File: config.mk
export PLATFORM = sky130hd
export DESIGN_NAME = quad_encoder_gen
export DESIGN_NICKNAME = d
export VERILOG_FILES = /design/src/rtl/quad_encoder_gen.sv
export SDC_FILE = /design/constraint.sdc
export NUM_CORES = 1
export LEC_CHECK = 0
export CAP_MARGIN = 20
export CORE_ASPECT_RATIO = 0.6
export CORE_UTILIZATION = 55
export DETAILED_ROUTE_END_ITERATION = 10
export PLACE_DENSITY = 0.87
export SLEW_MARGIN = 30
export SYNTH_ARGS = -nofsm -noshare
export SYNTH_HDL_FRONTEND = slang
export SYNTH_SLANG_ARGS = --single-unit
File: constraint.sdc
create_clock -name clk -period 3.2 [get_ports clk]
set_input_delay 0.64 -clock clk [delete_from_list [all_inputs] [get_ports clk]]
set_output_delay 0.64 -clock clk [all_outputs]
set_load 0.03 [all_outputs]
File: src/rtl/quad_encoder_gen.sv
// Quadrature encoder emulator: turns a signed RPM command into an A/B Gray-code
// pulse train whose edge period is K_PERIOD / |rpm| clock cycles.
//
// state | meaning
// ------+-------------------------------------------------------------
// IDLE  | ready for a command; phase generator runs on active_period
// DIV   | restoring divide K_PERIOD / mag, one quotient bit per cycle
// LOAD  | commit clamped period and direction, then back to IDLE
module quad_encoder_gen #(
   parameter int DATA_WIDTH   = 16,
   parameter int PERIOD_WIDTH = 19,
   parameter int K_PERIOD     = 367647,
   parameter int MIN_PERIOD   = 2
) (
   input  logic                         clk,
   input  logic                         rst,
   input  logic                         rpm_valid_i,
   input  logic signed [DATA_WIDTH-1:0] rpm_data_i,
   output logic                         ready_o,
   output logic                         enc_a,
   output logic                         enc_b,
   output logic                         edge_o,
   output logic                         dir_o
);

   localparam int CNT_WIDTH = $clog2(PERIOD_WIDTH);
   localparam logic [PERIOD_WIDTH-1:0] K_VEC    = PERIOD_WIDTH'(K_PERIOD);
   localparam logic [PERIOD_WIDTH-1:0] MIN_VEC  = PERIOD_WIDTH'(MIN_PERIOD);
   localparam logic [CNT_WIDTH-1:0]    DIV_LAST = CNT_WIDTH'(PERIOD_WIDTH - 1);

   typedef enum logic [1:0] {
      ST_IDLE,
      ST_DIV,
      ST_LOAD
   } state_t;

   state_t                    state;
   state_t                    state_nxt;
   logic                      accept;
   logic [DATA_WIDTH-1:0]     mag_in;
   logic [DATA_WIDTH-1:0]     mag_q;
   logic                      sign_q;
   logic [DATA_WIDTH-1:0]     rem_q;
   logic [PERIOD_WIDTH-1:0]   quo_q;
   logic [CNT_WIDTH-1:0]      div_cnt;
   logic [DATA_WIDTH:0]       rem_shift;
   logic [DATA_WIDTH:0]       rem_sub;
   logic                      rem_ge;
   logic [DATA_WIDTH-1:0]     rem_next;
   logic [PERIOD_WIDTH-1:0]   quo_next;
   logic [PERIOD_WIDTH-1:0]   active_period;
   logic [PERIOD_WIDTH-1:0]   phase_cnt;

   assign accept = rpm_valid_i && ready_o;

   // Two's-complement negate in DATA_WIDTH bits: -32768 maps to unsigned 32768.
   assign mag_in = rpm_data_i[DATA_WIDTH-1] ? DATA_WIDTH'(~rpm_data_i + 1'b1)
                                            : DATA_WIDTH'(rpm_data_i);

   assign rem_shift = {rem_q, quo_q[PERIOD_WIDTH-1]};
   assign rem_sub   = rem_shift - {1'b0, mag_q};
   assign rem_ge    = (rem_shift >= {1'b0, mag_q});
   assign rem_next  = rem_ge ? rem_sub[DATA_WIDTH-1:0] : rem_shift[DATA_WIDTH-1:0];
   assign quo_next  = {quo_q[PERIOD_WIDTH-2:0], rem_ge};

   always_ff @(posedge clk or posedge rst) begin
      if (rst) begin
         state <= ST_IDLE;
      end else begin
         state <= state_nxt;
      end
   end

   always_comb begin
      state_nxt = state;
      ready_o   = 1'b0;
      case (state)
         ST_IDLE: begin
            ready_o = 1'b1;
            if (accept) begin
               state_nxt = (mag_in == '0) ? ST_LOAD : ST_DIV;
            end
         end
         ST_DIV: begin
            if (div_cnt == '0) begin
               state_nxt = ST_LOAD;
            end
         end
         ST_LOAD: begin
            state_nxt = ST_IDLE;
         end
         default: begin
            state_nxt = ST_IDLE;
         end
      endcase
   end

   always_ff @(posedge clk or posedge rst) begin
      if (rst) begin
         mag_q         <= '0;
         sign_q        <= 1'b0;
         rem_q         <= '0;
         quo_q         <= '0;
         div_cnt       <= '0;
         active_period <= '0;
         dir_o         <= 1'b0;
      end else begin
         case (state)
            ST_IDLE: begin
               if (accept) begin
                  mag_q   <= mag_in;
                  sign_q  <= rpm_data_i[DATA_WIDTH-1];
                  rem_q   <= '0;
                  quo_q   <= K_VEC;
                  div_cnt <= DIV_LAST;
               end
            end
            ST_DIV: begin
               rem_q   <= rem_next;
               quo_q   <= quo_next;
               div_cnt <= div_cnt - 1'b1;
            end
            ST_LOAD: begin
               if (mag_q == '0) begin
                  active_period <= '0;
               end else if (quo_q < MIN_VEC) begin
                  active_period <= MIN_VEC;
               end else begin
                  active_period <= quo_q;
               end
               dir_o <= sign_q;
            end
            default: begin
            end
         endcase
      end
   end

   // The >= compare lets a shortened period fire immediately instead of wrapping.
   always_ff @(posedge clk or posedge rst) begin
      if (rst) begin
         phase_cnt <= '0;
         edge_o    <= 1'b0;
         enc_a     <= 1'b0;
         enc_b     <= 1'b0;
      end else if (active_period == '0) begin
         phase_cnt <= '0;
         edge_o    <= 1'b0;
      end else if (phase_cnt >= active_period - PERIOD_WIDTH'(1)) begin
         phase_cnt <= '0;
         edge_o    <= 1'b1;
         if (dir_o) begin
            enc_a <= enc_b;
            enc_b <= ~enc_a;
         end else begin
            enc_a <= ~enc_b;
            enc_b <= enc_a;
         end
      end else begin
         phase_cnt <= phase_cnt + PERIOD_WIDTH'(1);
         edge_o    <= 1'b0;
      end
   end

endmodule

# [Yosys cells after proc, flatten, opt, wreduce, memory -nomap -nowiden]
# Index checks and enable logic that the tools add are counted.
[totals] out_inout_bits=5 register_bits=101
[classes] n_eq_ne=4 n_lt_le_gt_ge=3 n_mux=21 add_sub_neg=5 bitwise=4 reduce_logical=11
[op_table] operator="$mux W19" count=5
[op_table] operator="$mux W16" count=3
[op_table] operator="$pmux W19 S2" count=1
[op_table] operator="$logic_not A16 Y1" count=2
[op_table] operator="$pmux W16 S2" count=1
[op_table] operator="$add A19 B1 Y19 const B" count=1
[op_table] operator="$ge A19 B19 Y1" count=1
[op_table] operator="$logic_not A19 Y1" count=1
[op_table] operator="$lt A19 B2 Y1 const B" count=1
[op_table] operator="$sub A19 B1 Y19 const B" count=1
[op_table] operator="$ge A17 B16 Y1" count=1
[op_table] operator="$add A16 B1 Y16 const B" count=1
[op_table] operator="$not A16 Y16" count=1
[op_table] operator="$sub A16 B16 Y16" count=1
[op_table] operator="$pmux W5 S2" count=1
[op_table] operator="$reduce_and A2 Y1" count=4
[op_table] operator="$mux W2" count=3
[op_table] operator="$logic_not A5 Y1" count=1
[op_table] operator="$mux W1" count=5
[op_table] operator="$mux W5" count=1
[op_table] operator="$sub A5 B1 Y5 const B" count=1
[op_table] operator="$ne A2 B2 Y1 const B" count=2
[op_table] operator="$pmux W2 S2" count=1
[op_table] operator="$not A1 Y1" count=3
[op_table] operator="other kinds (5)" count=5

# [Longest topological paths before layout]
[logic_depth] word_depth=7 mapped_depth=14 depth_no_buf=13

# [Worst setup path before layout]
# No wires, ideal clock.
[synth_timing] path_type="flip-flop to flip-flop" startpoint="reg active_period[2]" endpoint="reg enc_a" t_arrival_ps=3206 setup_ps=125 path_buffers=0 stages_incl_launch_ff=14 synth_period_minus_slack_ps=3331 path_slack_ps=-131 required_ps=3075 path_cell_list="dfrtp_1 > or4_1 > nor4_2 > nand2_1 > nor4_1 > xnor2_1 > ha_1 > a21o_1 > a21o_1 > a21o_1 > a21oi_1 > o2111ai_1 > nand2_1 > mux2_2"
[synth_via] elab_chain_cells=3 word_cells_on_any_way=5
[synth_lines] item="from (decl)" line_no="51" rtl="logic [PERIOD_WIDTH-1:0] active_period;"
[synth_lines] item="from (signal assigned)" line_no="129" rtl="active_period <= quo_q;"
[synth_lines] item="$sub A19 B1 Y19 or $logic_not A19 Y1 (tied branches)" line_no="149, 146"
[synth_lines] item="$ge A19 B19 Y1 or $not A1 Y1 (tied branches)"
[synth_lines] item="$reduce_and A2 Y1 (no source line) (*)"
[synth_lines] item="to (signal assigned)" line_no="153" rtl="enc_a <= enc_b;"
[synth_lines] item="to (signal assigned)" line_no="156" rtl="enc_a <= ~enc_b;"
[synth_lines] item="to (decl)" line_no="20" rtl="output logic enc_a,"
# Mark *: on every way between the ends. The rest lies on a longest branch, timed or not.
# A chain may end at the register's enable or synchronous reset.

# [Final worst setup path]
[layout_timing] startpoint="reg active_period[5]" endpoint="reg enc_a"
# Same word-level chain as after synthesis.

==> out/metrics.yaml <==
status:
  status: "complete, but fails checks"
  violations: "setup timing"
synth:
  avgSynthCellArea_um2: 9.32
  synth.distinct_cells: 61
  ys_seq_area_share_pct: 40.6
  synth_top_area_share_pct: 40.6
  netlist_area_um2: 6220
  synthFlopType: "dfrtp_1"
  syn_nets: 727
  synth.yosys.warnings: 0
  netlist_top_cells_area: "dfrtp_1, ha_1, xor2_1"
  synth_enable_flop_cells: 0
  ys_seq_elements: 101
  synth_area_leader_cell: "dfrtp_1"
  synthArstFlopShare_pct: 100
  synthCells: 667
finish:
  design_area_um2: 7420
  final_nets: 786
  area_delta_synth_final_pct: 19.4
  diodes: 0
  drive_gt1_share_pct: 14.9
  final_common_cell: "dfrtp_1"
  final_cell_mix: "dfrtp_1, nand2_1, nor2_1, o21ai_0, buf_4"
timing:
  max_slew_margin_pct: 40.8
  hold_viol: 0
  period_minus_slack_ns: 3.59
  fmax_mhz: 278
  finalSetupViolCount: 22
  final_max_slew_viol_count: 0
  fin_crit_sh_pct: 112
  fin_skew_ns: 0.00918
  tightest_slew_ns: 0.886
  worst_slack_ns: -0.392
  rsz0062_at_grt: "true"
grt:
  grt_util_all_layers_pct: 30.2
  grt_pass1_wl_um: 28000
  grt_max_degree: 36
  grt_overflow: 0
  antenna_found_initial: 0
  grt_pass1_vias: 5553
clocking:
  h-tree-depth: 3
  cts_hold_buf: 0
  path_clk_slew_ns: 0.07
  root_buffer: "clkbuf_16"
  ctsLongestPathBuffers: 2
  cts_tree: "yes"
  insertion_delay_ns: 0.35
  cts_buffers: 9
  clkSinkCount: 101
worst_setup_path:
  r2r_setup_slack_ns: -0.39
  startpoint: "active_period[5]"
  crit_path_max_fanout: 3
  cp_data_required_time_ns: 3.43
  critPathArrivalTime_ns: 3.83
  worstSetupEndpointType: "flip-flop"
  path_cells: "or4_4 > nor4_4 > buf_4 > nand2_4 > buf_4 > nor2_1 > xnor2_1 > ha_1 > and4_4 > a221o_1 > nand2_2 > o2111ai_2 > nand2_2 > mux2_4"
  critPathKind: "flip-flop to flip-flop"
  cp_top_family: "simple AND/OR/NAND/NOR gates"
  cp-start-kind: "flip-flop"
  critPathBufInv: 2
  slowest_delay_ns: 0.59
  cp_slowest_cell: "or4_4"
  worstReg2RegStart: "active_period[5]"
die:
  die_y_um: 84.4
  dieArea_um2: 11800
  initial_utilization_pct: 57.7
  core_area_um2: 10800
  ios: 24
  fp.dieW_um: 139
  rows: 29
routing:
  ant_nets: 0
  routedWlPerCell_um: 20.4
  routed_wl_um: 17700
  drt_first_pass_iters: 8
  viasPerCell: 6.59
  drt-initial-drc-count: 800
  vias: 5729
  drc: 0
job:
  cap_viol_max_count: 0
pwr:
  p_per_area_nw_per_um2: 1050
  ir_drop_v: 0.000814
  power_w: 0.00780
  leakagePower_nw: 3.38
placement:
  placed_area_um2: 6870
  hpwl_um: 11100
  gp_congestion: 0.965
  io_buffers: 23
min_path:
  min_from: "sign_q"
  min_path_type: "flip-flop to flip-flop"
[stage by stage]
step	worst slack, ns	instances	setup TNS [ns]	utilization, %	hold WS, ns
after global placement	-0.172	845	-3.45	63.6	0.463
after floorplan	-0.0463	667	-0.0926	-	0.442
after CTS	-0.273	867	-4.26	67.9	0.500
after global routing	-0.507	870	-8.87	68.9	0.510
final	-0.392	870	-6.40	68.9	0.493
after detailed placement	-0.370	846	-7.11	63.8	0.477
[worst min-delay path, stage by stage, from the launching register on]
cell and delay [ns]:
dfrtp_1 0.35, nand2_1 0.05, nand2_1 0.06
[cell families (layout without fill, tap and decap cells)]
family	after synthesis	count (layout)	synth area share, %
AOI/OAI and AO/OA	149	151	16.4
adders and majority gates	41	41	8.37
buffers and inverters	56	118	3.46
and+or+nand+nor	233	233	18.2
DFF	101	101	40.6
xor gates and xnor gates	63	63	8.87
muxes	24	24	4.08
[Yosys cell counts, types with 9 or more instances]
master,count
dfrtp_1,101
nand2_1,69
nor2_1,58
o21ai_0,45
ha_1,40
inv_1,34
xor2_1,33
xnor2_1,30
a22o_1,26
nand3_1,21
clkbuf_1,20
a21oi_1,19
mux2i_1,16
nor3_1,16
nor4_1,13
a21o_1,11
o22a_1,10
nand2b_1,9
[cell type report]
cell class	count	area, um^2
clock buffer	9	225
tap	139	174
inverter	34	131
fill	693	3350
multi-input combinational	512	3670
sequential	101	2530
timing repair buffer	68	592
clock inverter	7	105
[registers in the layout (all words and copies together), names as in the netlist]
| signal | flops |
|---|---|
| active_period | 19 |
| phase_cnt | 19 |
| state | 2 |
| enc_b | 1 |
| mag_q | 16 |
| enc_a | 1 |
| rem_q | 16 |
| sign_q | 1 |
| edge_o | 1 |
| div_cnt | 5 |
| dir_o | 1 |
| quo_q | 19 |
[power breakdown]
group          switching, W  total [W]  internal, W  leakage (nW)
combinational       0.00243    0.00427      0.00184          1.96
clock              0.000524    0.00122     0.000698         0.159
sequential         0.000542    0.00232      0.00177          1.26
total               0.00350    0.00780      0.00431          3.38
[path summary, 6_finish.rpt]
kind                                endpoint  cells after the start
hold reg to reg                       sign_q                      2
setup reg to reg                       enc_a                     14
max in group asynchronous       phase_cnt[1]                      3
setup / recovery                       enc_a                     14
hold / removal                        sign_q                      2
min in group asynchronous  active_period[14]                      2
[metal layers]
| layer | routed length (um) | share of wire, % | GRT usage (%) | up-vias |
|---|---|---|---|---|
| met5 | 0 | 0 | 0 | - |
| met4 | 603 | 3.4 | 11.9 | 0 |
| met3 | 1930 | 11 | 6.39 | 80 |
| li1 | - | - | - | 2506 |
| met1 | 7300 | 41 | 40.8 | 2725 |
| met2 | 7910 | 45 | 48.1 | 418 |
[what timing repair did]
action	in CTS	in global routing
setup buffers	4	2
resized for setup	15	20
pin swaps	13	25
cloned	1	1
endpoints found under the setup margin	22	26
Power figures use the tool's default switching activity.
